**config.mk**
```make
export PLATFORM = sky130hd
export DESIGN_NAME = button_conditioner_flat
export DESIGN_NICKNAME = d
export VERILOG_FILES = /design/src/rtl/button_conditioner_if.sv /design/src/rtl/button_conditioner.sv /design/src/flat_wrapper.sv
export SDC_FILE = /design/constraint.sdc
export NUM_CORES = 1
export LEC_CHECK = 0
export BUFFER_PORTS_ARGS = -buffer_cell sky130_fd_sc_hd__buf_4
export CORE_ASPECT_RATIO = 1.2
export CORE_MARGIN = 2
export CORE_UTILIZATION = 40
export CTS_CLUSTER_DIAMETER = 60
export DETAILED_ROUTE_END_ITERATION = 16
export GPL_ROUTABILITY_DRIVEN = 0
export PLACE_DENSITY = 0.63
export SLEW_MARGIN = 40
export SYNTH_ARGS = -nofsm -noshare
export SYNTH_HDL_FRONTEND = slang
export SYNTH_SLANG_ARGS = --single-unit
```
**constraint.sdc**
```tcl
create_clock -name clk -period 4.1 [get_ports clk]
set_clock_uncertainty 0.1 [all_clocks]
set_input_delay 0.615 -clock clk [delete_from_list [all_inputs] [get_ports clk]]
set_output_delay 0.615 -clock clk [all_outputs]
set_load 0.01 [all_outputs]
```
**src/rtl/button_conditioner_if.sv**
```systemverilog
// rtl/button_conditioner_if.sv - button conditioner signal bundle (raw inputs, debounced levels, edge pulses)
interface button_conditioner_if #(
  parameter int N_BTN = 4
);
  logic [N_BTN-1:0] btn_raw;
  logic [N_BTN-1:0] btn_level;
  logic [N_BTN-1:0] btn_press;
  logic [N_BTN-1:0] btn_release;

  // Driver of raw buttons / consumer of conditioned outputs
  modport master (
    output btn_raw,
    input  btn_level,
    input  btn_press,
    input  btn_release
  );

  // The conditioner itself
  modport slave (
    input  btn_raw,
    output btn_level,
    output btn_press,
    output btn_release
  );
endinterface

```
**src/rtl/button_conditioner.sv**
```systemverilog
// rtl/button_conditioner.sv - per-channel synchroniser, debouncer and press/release pulse generator; optional auto-repeat under `BTN_AUTOREPEAT_EN
module button_conditioner #(
  parameter int N_BTN           = 4,
  parameter int DEBOUNCE_CYCLES = 650000,
  parameter int REPEAT_DELAY    = 32500000,
  parameter int REPEAT_PERIOD   = 6500000
) (
  input  logic                clk,
  input  logic                rst_n,
  button_conditioner_if.slave bus
);

  localparam int CNT_W = $clog2(DEBOUNCE_CYCLES + 1);
  localparam logic [CNT_W-1:0] CNT_MAX = CNT_W'(DEBOUNCE_CYCLES - 1);
  localparam logic [CNT_W-1:0] CNT_ONE = CNT_W'(1);

  logic [N_BTN-1:0] s1_q, s1_d;
  logic [N_BTN-1:0] s2_q, s2_d;
  logic [N_BTN-1:0] level_q, level_d;
  logic [N_BTN-1:0] press_q, press_d;
  logic [N_BTN-1:0] release_q, release_d;
  logic [CNT_W-1:0] cnt_q [N_BTN];
  logic [CNT_W-1:0] cnt_d [N_BTN];

`ifdef BTN_AUTOREPEAT_EN
  localparam int HOLD_MAX = (REPEAT_DELAY > REPEAT_PERIOD) ? REPEAT_DELAY : REPEAT_PERIOD;
  localparam int HOLD_W   = $clog2(HOLD_MAX + 1);
  localparam logic [HOLD_W-1:0] DELAY_LAST  = HOLD_W'(REPEAT_DELAY - 1);
  localparam logic [HOLD_W-1:0] PERIOD_LAST = HOLD_W'(REPEAT_PERIOD - 1);
  localparam logic [HOLD_W-1:0] HOLD_ONE    = HOLD_W'(1);

  // rep_q marks that the first (long) repeat delay has elapsed for the channel
  logic [HOLD_W-1:0] hold_q [N_BTN];
  logic [HOLD_W-1:0] hold_d [N_BTN];
  logic [N_BTN-1:0]  rep_q, rep_d;
`endif

  // Next-state: synchroniser shift, debounce window per channel, edge pulses (and auto-repeat)
  always_comb begin
    s1_d      = bus.btn_raw;
    s2_d      = s1_q;
    level_d   = level_q;
    press_d   = '0;
    release_d = '0;
    cnt_d     = cnt_q;
`ifdef BTN_AUTOREPEAT_EN
    hold_d    = hold_q;
    rep_d     = rep_q;
`endif
    for (int ch = 0; ch < N_BTN; ch++) begin
      if (s2_q[ch] == level_q[ch]) begin
        cnt_d[ch] = '0;
      end else if (cnt_q[ch] == CNT_MAX) begin
        cnt_d[ch]     = '0;
        level_d[ch]   = s2_q[ch];
        press_d[ch]   = s2_q[ch];
        release_d[ch] = ~s2_q[ch];
      end else begin
        cnt_d[ch] = cnt_q[ch] + CNT_ONE;
      end
`ifdef BTN_AUTOREPEAT_EN
      // Hold timing restarts on every accepted edge and idles while released
      if ((level_d[ch] != level_q[ch]) || !level_q[ch]) begin
        hold_d[ch] = '0;
        rep_d[ch]  = 1'b0;
      end else if (!rep_q[ch] && (hold_q[ch] == DELAY_LAST)) begin
        press_d[ch] = 1'b1;
        hold_d[ch]  = '0;
        rep_d[ch]   = 1'b1;
      end else if (rep_q[ch] && (hold_q[ch] == PERIOD_LAST)) begin
        press_d[ch] = 1'b1;
        hold_d[ch]  = '0;
      end else begin
        hold_d[ch] = hold_q[ch] + HOLD_ONE;
      end
`endif
    end
  end

  // State registers; reset clears everything so a held button must debounce afresh
  always_ff @(posedge clk or negedge rst_n) begin
    if (!rst_n) begin
      s1_q      <= '0;
      s2_q      <= '0;
      level_q   <= '0;
      press_q   <= '0;
      release_q <= '0;
      for (int ch = 0; ch < N_BTN; ch++) begin
        cnt_q[ch] <= '0;
      end
    end else begin
      s1_q      <= s1_d;
      s2_q      <= s2_d;
      level_q   <= level_d;
      press_q   <= press_d;
      release_q <= release_d;
      cnt_q     <= cnt_d;
    end
  end

`ifdef BTN_AUTOREPEAT_EN
  // Auto-repeat hold counters and phase flags
  always_ff @(posedge clk or negedge rst_n) begin
    if (!rst_n) begin
      rep_q <= '0;
      for (int ch = 0; ch < N_BTN; ch++) begin
        hold_q[ch] <= '0;
      end
    end else begin
      rep_q  <= rep_d;
      hold_q <= hold_d;
    end
  end
`endif

  assign bus.btn_level   = level_q;
  assign bus.btn_press   = press_q;
  assign bus.btn_release = release_q;

endmodule

```
**src/flat_wrapper.sv**
```systemverilog
// flat-port wrapper written by rule: the top's interface ports become plain ports
module button_conditioner_flat 
#(
  parameter int N_BTN           = 4,
  parameter int DEBOUNCE_CYCLES = 650000,
  parameter int REPEAT_DELAY    = 32500000,
  parameter int REPEAT_PERIOD   = 6500000
)
  (clk, rst_n, bus_btn_raw, bus_btn_level, bus_btn_press, bus_btn_release);
  button_conditioner_if #(.N_BTN(N_BTN)) bus_i ();
  input  logic clk;
  input  logic rst_n;
  input wire logic [$bits(bus_i.btn_raw)-1:0] bus_btn_raw;
  output wire logic [$bits(bus_i.btn_level)-1:0] bus_btn_level;
  output wire logic [$bits(bus_i.btn_press)-1:0] bus_btn_press;
  output wire logic [$bits(bus_i.btn_release)-1:0] bus_btn_release;
  assign bus_i.btn_raw = bus_btn_raw;
  assign bus_btn_level = bus_i.btn_level;
  assign bus_btn_press = bus_i.btn_press;
  assign bus_btn_release = bus_i.btn_release;
  button_conditioner #(.N_BTN(N_BTN), .DEBOUNCE_CYCLES(DEBOUNCE_CYCLES), .REPEAT_DELAY(REPEAT_DELAY), .REPEAT_PERIOD(REPEAT_PERIOD)) u_core (.clk(clk), .rst_n(rst_n), .bus(bus_i));
endmodule
```
==> run summary, run 1 <==
status: complete, no violations
Mapped Cells: 449
DR vias/cell: 5.33
Max Clk Rate: 446 MHz
required time worst endpoint: 4.21 ns
Fin Hold WS: 0.192 ns
layout cells sized above 1: 9.83%
Netlist cell types: 41
vias in the first global route: 3272
period utilization: 54.7%
asr flop ratio synth: 100%
synthesized flop and latch total: 100
top post-synthesis cells by area: dfrtp_1 (54%), xnor2_1 (6.7%), nor2_1 (5.3%), xor2_1 (4.3%), nand4_1 (3.7%)
Synthesized Nets: 459
startpoint types: flop
CTS Buffer Depth: 2
Synth Flop Type: dfrtp_1
RSZ-0062 raised after global routing: no
Post-DP HPWL: 5810 um
Clock Latency Late Sink: 0.35 ns
Hold Buf Count CTS: 0
max-cap viol count: 0
top-level I/O count: 18
synth warn: 0
sequential fraction of the synthesis area: 53.5%
initial core utilization: 40.8%
post_cts resized: 0
setup violators final: 0
Peak VDD IR: 0.000240 V
H-tree depth: 3
Initial DRC Count: 213
slowest CP cell: or4b_1
drc violations: 0
CTS tree: built
most area-hungry cell type in the Yosys netlist: dfrtp_1
routed vias: 3385
CP Max Fanout: 18
post-CTS setup buffer count: 0
Overflow after GRT: 0
Avg Inst Size Synth: 10.4 sq um
CP Data Arrival Time: 2.35 ns
cell area after synthesis: 4670 sq um
reg2reg end: u_core.cnt_q[30]$_DFF_PN0_
Reg2Reg Depth: 4
leakage power total: 2.15 nW
clk root buf: clkbuf_16
setup TNS: 0 ns
Worst Setup SP: u_core.cnt_q[25]$_DFF_PN0_
dominant delay contributor by cell family on the critical path: simple AND/OR/NAND/NOR gates
ant diodes: 0
EDFF count, synth: 0
crit end category: flop
critical path capture point: u_core.cnt_q[30]$_DFF_PN0_
I/O Buffers: 17
Pwr Density: 372 nW/um^2
post-route ant nets: 0
clock slew at reported path FFs: 0.07 ns
Site Rows: 43
max_slew headroom: 48.2%
Placed Cells: 619
Levels on crit path: 4
critical-path cell list: or4b_1, or4_4, o21ai_4, nor2_1
Die Span X: 103 um
Pre-Repair DR Iteration Count: 4
GRT Resource Usage Total: 15.2%
first-pass GRT wire length: 15200 um
Pins Over Slew Limit: 0
drt wl/cell: 13.7 um
RR Startpoint: u_core.cnt_q[25]$_DFF_PN0_
Core Region: 11500 sq um
Final Critical Period: 2.24 ns
Slew @ Worst Pin: 0.768 ns
final instance count without filler cells: 635
Final #Nets: 483
largest net degree at the start of global routing: 84
TritonCTS Sinks: 100
area delta synth->final: 13.8%
die area: 12600 sq um
HP Class: in -> async
final wirelength: 8680 um
initial antenna violation count: 0
Fin. Hold Viols: 0
die height: 122 um
Worst Path Buf+Inv: 0
area share of the largest cell type after synthesis: 53.5%
Overall Power: 1.98 mW
Inserted Clock Buffers: 9
r2r setup slk: 1.86 ns
worst setup path class: reg -> reg
crit-path max cell delay: 0.51 ns
[power by group]
group	total [mW]	leakage (nW)	internal (mW)	switching [mW]
sequential	1.01	1.37	1.00	0.0146
clock	0.906	0.154	0.539	0.368
combinational	0.0568	0.625	0.0179	0.0389
total	1.98	2.15	1.56	0.421
[through the flow]
step / setup slack, ns / instance area (sq um) / utilization [%]
after global placement: 1.88 / 4990 / 43.6
final: 1.86 / 5320 / 46.4
after global routing: 1.67 / 5320 / 46.4
after CTS: 1.84 / 5320 / 46.4
after detailed placement: 1.84 / 5000 / 43.6
after floorplan: 1.95 / 4670 / -
[state kept, by name (all words and copies together) (netlist names)]
name,flops
u_core.bus.btn_press,4
u_core.bus.btn_level,4
u_core.s1_q,4
u_core.cnt_q,80
u_core.bus.btn_release,4
u_core.s2_q,4
[routing by layer]
metal	track usage [%]	up-vias	routed length, um
met1	19.7	1665	4100
li1	-	1669	-
met4	5.58	0	151
met5	0	-	0
met3	3.64	11	263
met2	24.7	40	4170
[cell usage after synthesis (10+ instances only)]
cell type	instances
xor2_1	23
nor3_1	16
dfrtp_1	100
nand4_1	28
a21oi_1	16
xnor2_1	36
or4_1	10
or3_1	13
nor4_1	13
o21ai_0	11
nor2_1	66
nand2_1	17
nor3b_1	10
inv_1	10
nand3_1	26
[worst reg2reg max path, cell delays in order, from the launching register on]
cell and delay (ns):
dfrtp_1 0.44, or4b_1 0.51, or4_4 0.51, o21ai_4 0.44, nor2_1 0.11
[kinds of logic (layout without fill, tap and decap cells)]
| family | after synthesis | in the layout | synth area share, % |
|---|---|---|---|
| buffers and inverters | 18 | 47 | 1.55 |
| muxes | 6 | 6 | 1.47 |
| DFF | 100 | 100 | 53.5 |
| xor gates and xnor gates | 59 | 59 | 11.1 |
| AOI/OAI and AO/OA | 36 | 36 | 4.76 |
| and+or+nand+nor | 226 | 226 | 26.6 |
| adders and majority gates | 4 | 4 | 1.07 |
[layout make-up]
class | count | area (sq um)
fillers | 1056 | 6140
flip-flops and latches | 100 | 2500
multi-input cells | 331 | 2100
clock buffers | 11 | 233
well taps | 157 | 196
repair buffers | 21 | 164
clock inverters | 5 | 86.3
inverters | 10 | 37.5
[worst min-delay path by stage]
stage                                   startpoint                             endpoint  slack (ns)
final                                        rst_n           u_core.cnt_q[67]$_DFF_PN0_        0.19
after global routing                         rst_n           u_core.cnt_q[67]$_DFF_PN0_        0.26
after CTS                                    rst_n           u_core.cnt_q[66]$_DFF_PN0_        0.25
after detailed placement  u_core.s1_q[1]$_DFF_PN0_             u_core.s2_q[1]$_DFF_PN0_        0.24
after global placement    u_core.s1_q[3]$_DFF_PN0_             u_core.s2_q[3]$_DFF_PN0_        0.24
after floorplan                              rst_n  u_core.bus.btn_level[0]$_DFFE_PN0P_        0.22
[layout by cell type, fill, tap and decap left out, types with 3 or more instances in the layout]
cell type,n
nor4b_1,4
and3_1,8
inv_1,10
nand3_1,26
mux2_2,3
nand2_1,17
xor2_1,23
clkinv_4,3
nor4_1,13
or3_1,13
clkbuf_16,9
dfrtp_1,100
nor3_1,16
or4_1,10
buf_4,20
nor3b_1,10
nand4_1,28
a21oi_1,16
ha_1,4
nor2_1,66
xnor2_1,36
o21ai_0,11
and4_1,6
No activity file was read; power rests on OpenSTA's default activity.
==> run 2: changes to the inputs <==
--- a/config.mk
+++ b/config.mk
@@ -12,7 +12,7 @@
 export CTS_CLUSTER_DIAMETER = 60
 export DETAILED_ROUTE_END_ITERATION = 16
 export GPL_ROUTABILITY_DRIVEN = 0
-export PLACE_DENSITY = 0.63
+export PLACE_DENSITY = 0.65
 export SLEW_MARGIN = 40
 export SYNTH_ARGS = -nofsm -noshare
 export SYNTH_HDL_FRONTEND = slang
==> constraint.sdc (replaced) <==
create_clock -name clk -period 1.95 [get_ports clk]
set_clock_uncertainty 0.1 [all_clocks]
set_input_delay 0.2925 -clock clk [delete_from_list [all_inputs] [get_ports clk]]
set_output_delay 0.2925 -clock clk [all_outputs]
set_load 0.01 [all_outputs]
==> run 2 against run 1 <==
The flow now finishes with violations (setup timing). Flip-flop and latch count is the same. First-iteration DRC count shrank 13%. Worst hold slack gained 0.055 ns. Clock-buffer cell count grew 1. Final area grew 9.8%. Utilization grew 4.6 points.
==> run summary, run 2 (synthesis results as in run 1) <==
fill count: 1022 (-3.2%)
crit end category: flop
Largest register FFs: 80 (unchanged)
HP Class: reg -> reg
DR vias/cell: 5.22 (-2.0%)
max-cap viol count: 0 (unchanged)
failing checks: setup timing
critical path capture point: u_core.bus.btn_level[2]$_DFFE_PN0P_
setup TNS: -1.53 ns (-1.53 ns)
Fin Hold WS: 0.247 ns (+0.0553 ns)
sequential fraction of design power: 52.0% (+0.7 points)
initial core utilization: 40.8% (unchanged)
clock slew at reported path FFs: 0.07 ns (about the same)
worst setup path class: reg -> reg
initial antenna violation count: 0 (unchanged)
top-level I/O count: 18 (unchanged)
Pwr Density: 702 nW/um^2 (+89%)
setup violators final: 21 (+21)
placed cell area: 5300 sq um (+6.1%)
CP Data Arrival Time: 2.17 ns (-0.18 ns)
Post-DP HPWL: 6220 um (+7.0%)
Site Rows: 43 (unchanged)
Fin. Hold Viols: 0 (unchanged)
Overflow after GRT: 0 (unchanged)
Max Clk Rate: 491 MHz (+10%)
most frequent cells in the layout: dfrtp_1 (95), nor2_1 (59), buf_4 (59)
RR Startpoint: u_core.cnt_q[32]$_DFF_PN0_
commonest non-fill, non-tap cell in the layout: dfrtp_1
switching power: 0.874 mW (+110%)
Reg2Reg Depth: 4 (unchanged)
Seq. cell area: 2510 sq um (+0.25%)
setup ws final: -0.0880 ns (-1.94 ns)
Inserted Clock Buffers: 9 (unchanged)
Clk pwr share: 44.1% (-1.7 points)
layout cells sized above 1: 23.6% (+14 points)
drc violations: 0 (unchanged)
r2r setup slk: -0.09 ns (-1.94 ns)
H-tree depth: 3 (unchanged)
leakage power total: 2.39 nW (+11%)
area of the multi-input gates: 2240 sq um (+6.5%)
CTS Buffer Depth: 2 (unchanged)
final instance count without filler cells: 683 (+7.6%)
drt wl/cell: 13.7 um (+0.44%)
Internal: 3.23 mW (+110%)
Final Cell Area: 5840 sq um (+9.8%)
required time worst endpoint: 2.08 ns (-2.13 ns)
GRT Resource Usage Total: 16.5% (+1.3 points)
Final #Nets: 531 (+9.9%)
Gate power share: 3.9% (+1.0 points)
final wirelength: 9380 um (+8.0%)
first-pass GRT wire length: 16500 um (+8.2%)
max_slew headroom: 65.3% (+17 points)
TritonCTS Sinks: 100 (unchanged)
routed vias: 3567 (+5.4%)
CTS tree: built
Placed Cells: 657 (+6.1%)
I/O Buffers: 17 (unchanged)
Peak VDD IR: 0.000513 V (+110%)
Final Critical Period: 2.04 ns (-0.205 ns)
reg2reg end: u_core.bus.btn_level[2]$_DFFE_PN0P_
clk root buf: clkbuf_16
die area: 12600 sq um (unchanged)
largest net degree at the start of global routing: 101 (+20%)
area delta synth->final: 24.9%
Core Region: 11500 sq um (unchanged)
Worst Setup SP: u_core.cnt_q[32]$_DFF_PN0_
die height: 122 um (unchanged)
Pre-Repair DR Iteration Count: 4 (unchanged)
vias in the first global route: 3620 (+11%)
Initial DRC Count: 185 (-13%)
Slew @ Worst Pin: 0.520 ns (-0.248 ns)
startpoint types: flop
Biggest register: u_core.cnt_q
status: finished, violations left
Clock Latency Late Sink: 0.34 ns (about the same)
Sw Share: 21.3% (about the same)
post-route ant nets: 0 (unchanged)
Die Span X: 103 um (unchanged)
ant diodes: 0 (unchanged)
period utilization: 105% (+50 points)
CP Max Fanout: 3 (-15)
RSZ-0062 raised after global routing: yes
Pins Over Slew Limit: 0 (unchanged)
hold wc startpoint: u_core.s1_q[0]$_DFF_PN0_
run 2: metrics by stage:
| stage | setup WS, ns | total power, mW | util (%) |
|---|---|---|---|
| after global placement | -0.0653 | 2.31 | 46.3 |
| after detailed placement | -0.0951 | 2.31 | 46.3 |
| after CTS | -0.0892 | 4.15 | 49.7 |
| final | -0.0880 | 4.10 | 51.0 |
| after floorplan | -0.126 | 2.22 | - |
| after global routing | -0.142 | 4.28 | 51.0 |
run 2: power by group through the flow:
| stage | clock network [mW] | logic, mW | registers (mW) |
|---|---|---|---|
| floorplan | 0 | 0.0580 | 2.17 |
| finish | 1.81 | 0.159 | 2.13 |
| detailed placement | 0 | 0.142 | 2.17 |
| CTS | 1.86 | 0.155 | 2.13 |
| global placement | 0 | 0.140 | 2.17 |
| global route | 1.96 | 0.182 | 2.14 |
run 2: worst min-delay path by stage:
stage	cells after the start	endpoint	slack (ns)
floorplan	0	u_core.bus.btn_level[0]$_DFFE_PN0P_	-0.10
global placement	0	u_core.s2_q[1]$_DFF_PN0_	0.24
detailed placement	0	u_core.s2_q[0]$_DFF_PN0_	0.23
CTS	0	u_core.s2_q[0]$_DFF_PN0_	0.25
global route	0	u_core.s2_q[1]$_DFF_PN0_	0.27
finish	0	u_core.s2_q[0]$_DFF_PN0_	0.25
run 2: layer usage:
| metal | vias to the layer above | GRT usage [%] | routed length (um) |
|---|---|---|---|
| met5 | - | 0 | 0 |
| met4 | 0 | 7.00 | 178 |
| met3 | 13 | 2.79 | 160 |
| met2 | 44 | 28.6 | 4890 |
| met1 | 1747 | 20.1 | 4140 |
| li1 | 1763 | - | - |
run 2: cell type report:
cell class / instances / area share [%]
Tap cell: 157 / 3.36
Multi-Input combinational cell: 331 / 38.3
Clock inverter: 4 / 0.814
Inverter: 10 / 0.643
Timing Repair Buffer: 69 / 9.55
Sequential cell: 100 / 43.0
Clock buffer: 12 / 4.39
run 2: timing repair:
item,4_1_cts,5_1_grt
setup endpoints to repair,23,35
resized for setup,8,32
buffers inserted,1,4
pin swaps,4,7
hold buffers,5,0
hold endpoints to repair,104,0
run 2: critical path: stages, from the launching register on:
cell and delay (ns):
dfrtp_1 0.37, or4b_1 0.51, or4_4 0.43, nand4b_4 0.21
mux2_4 0.31
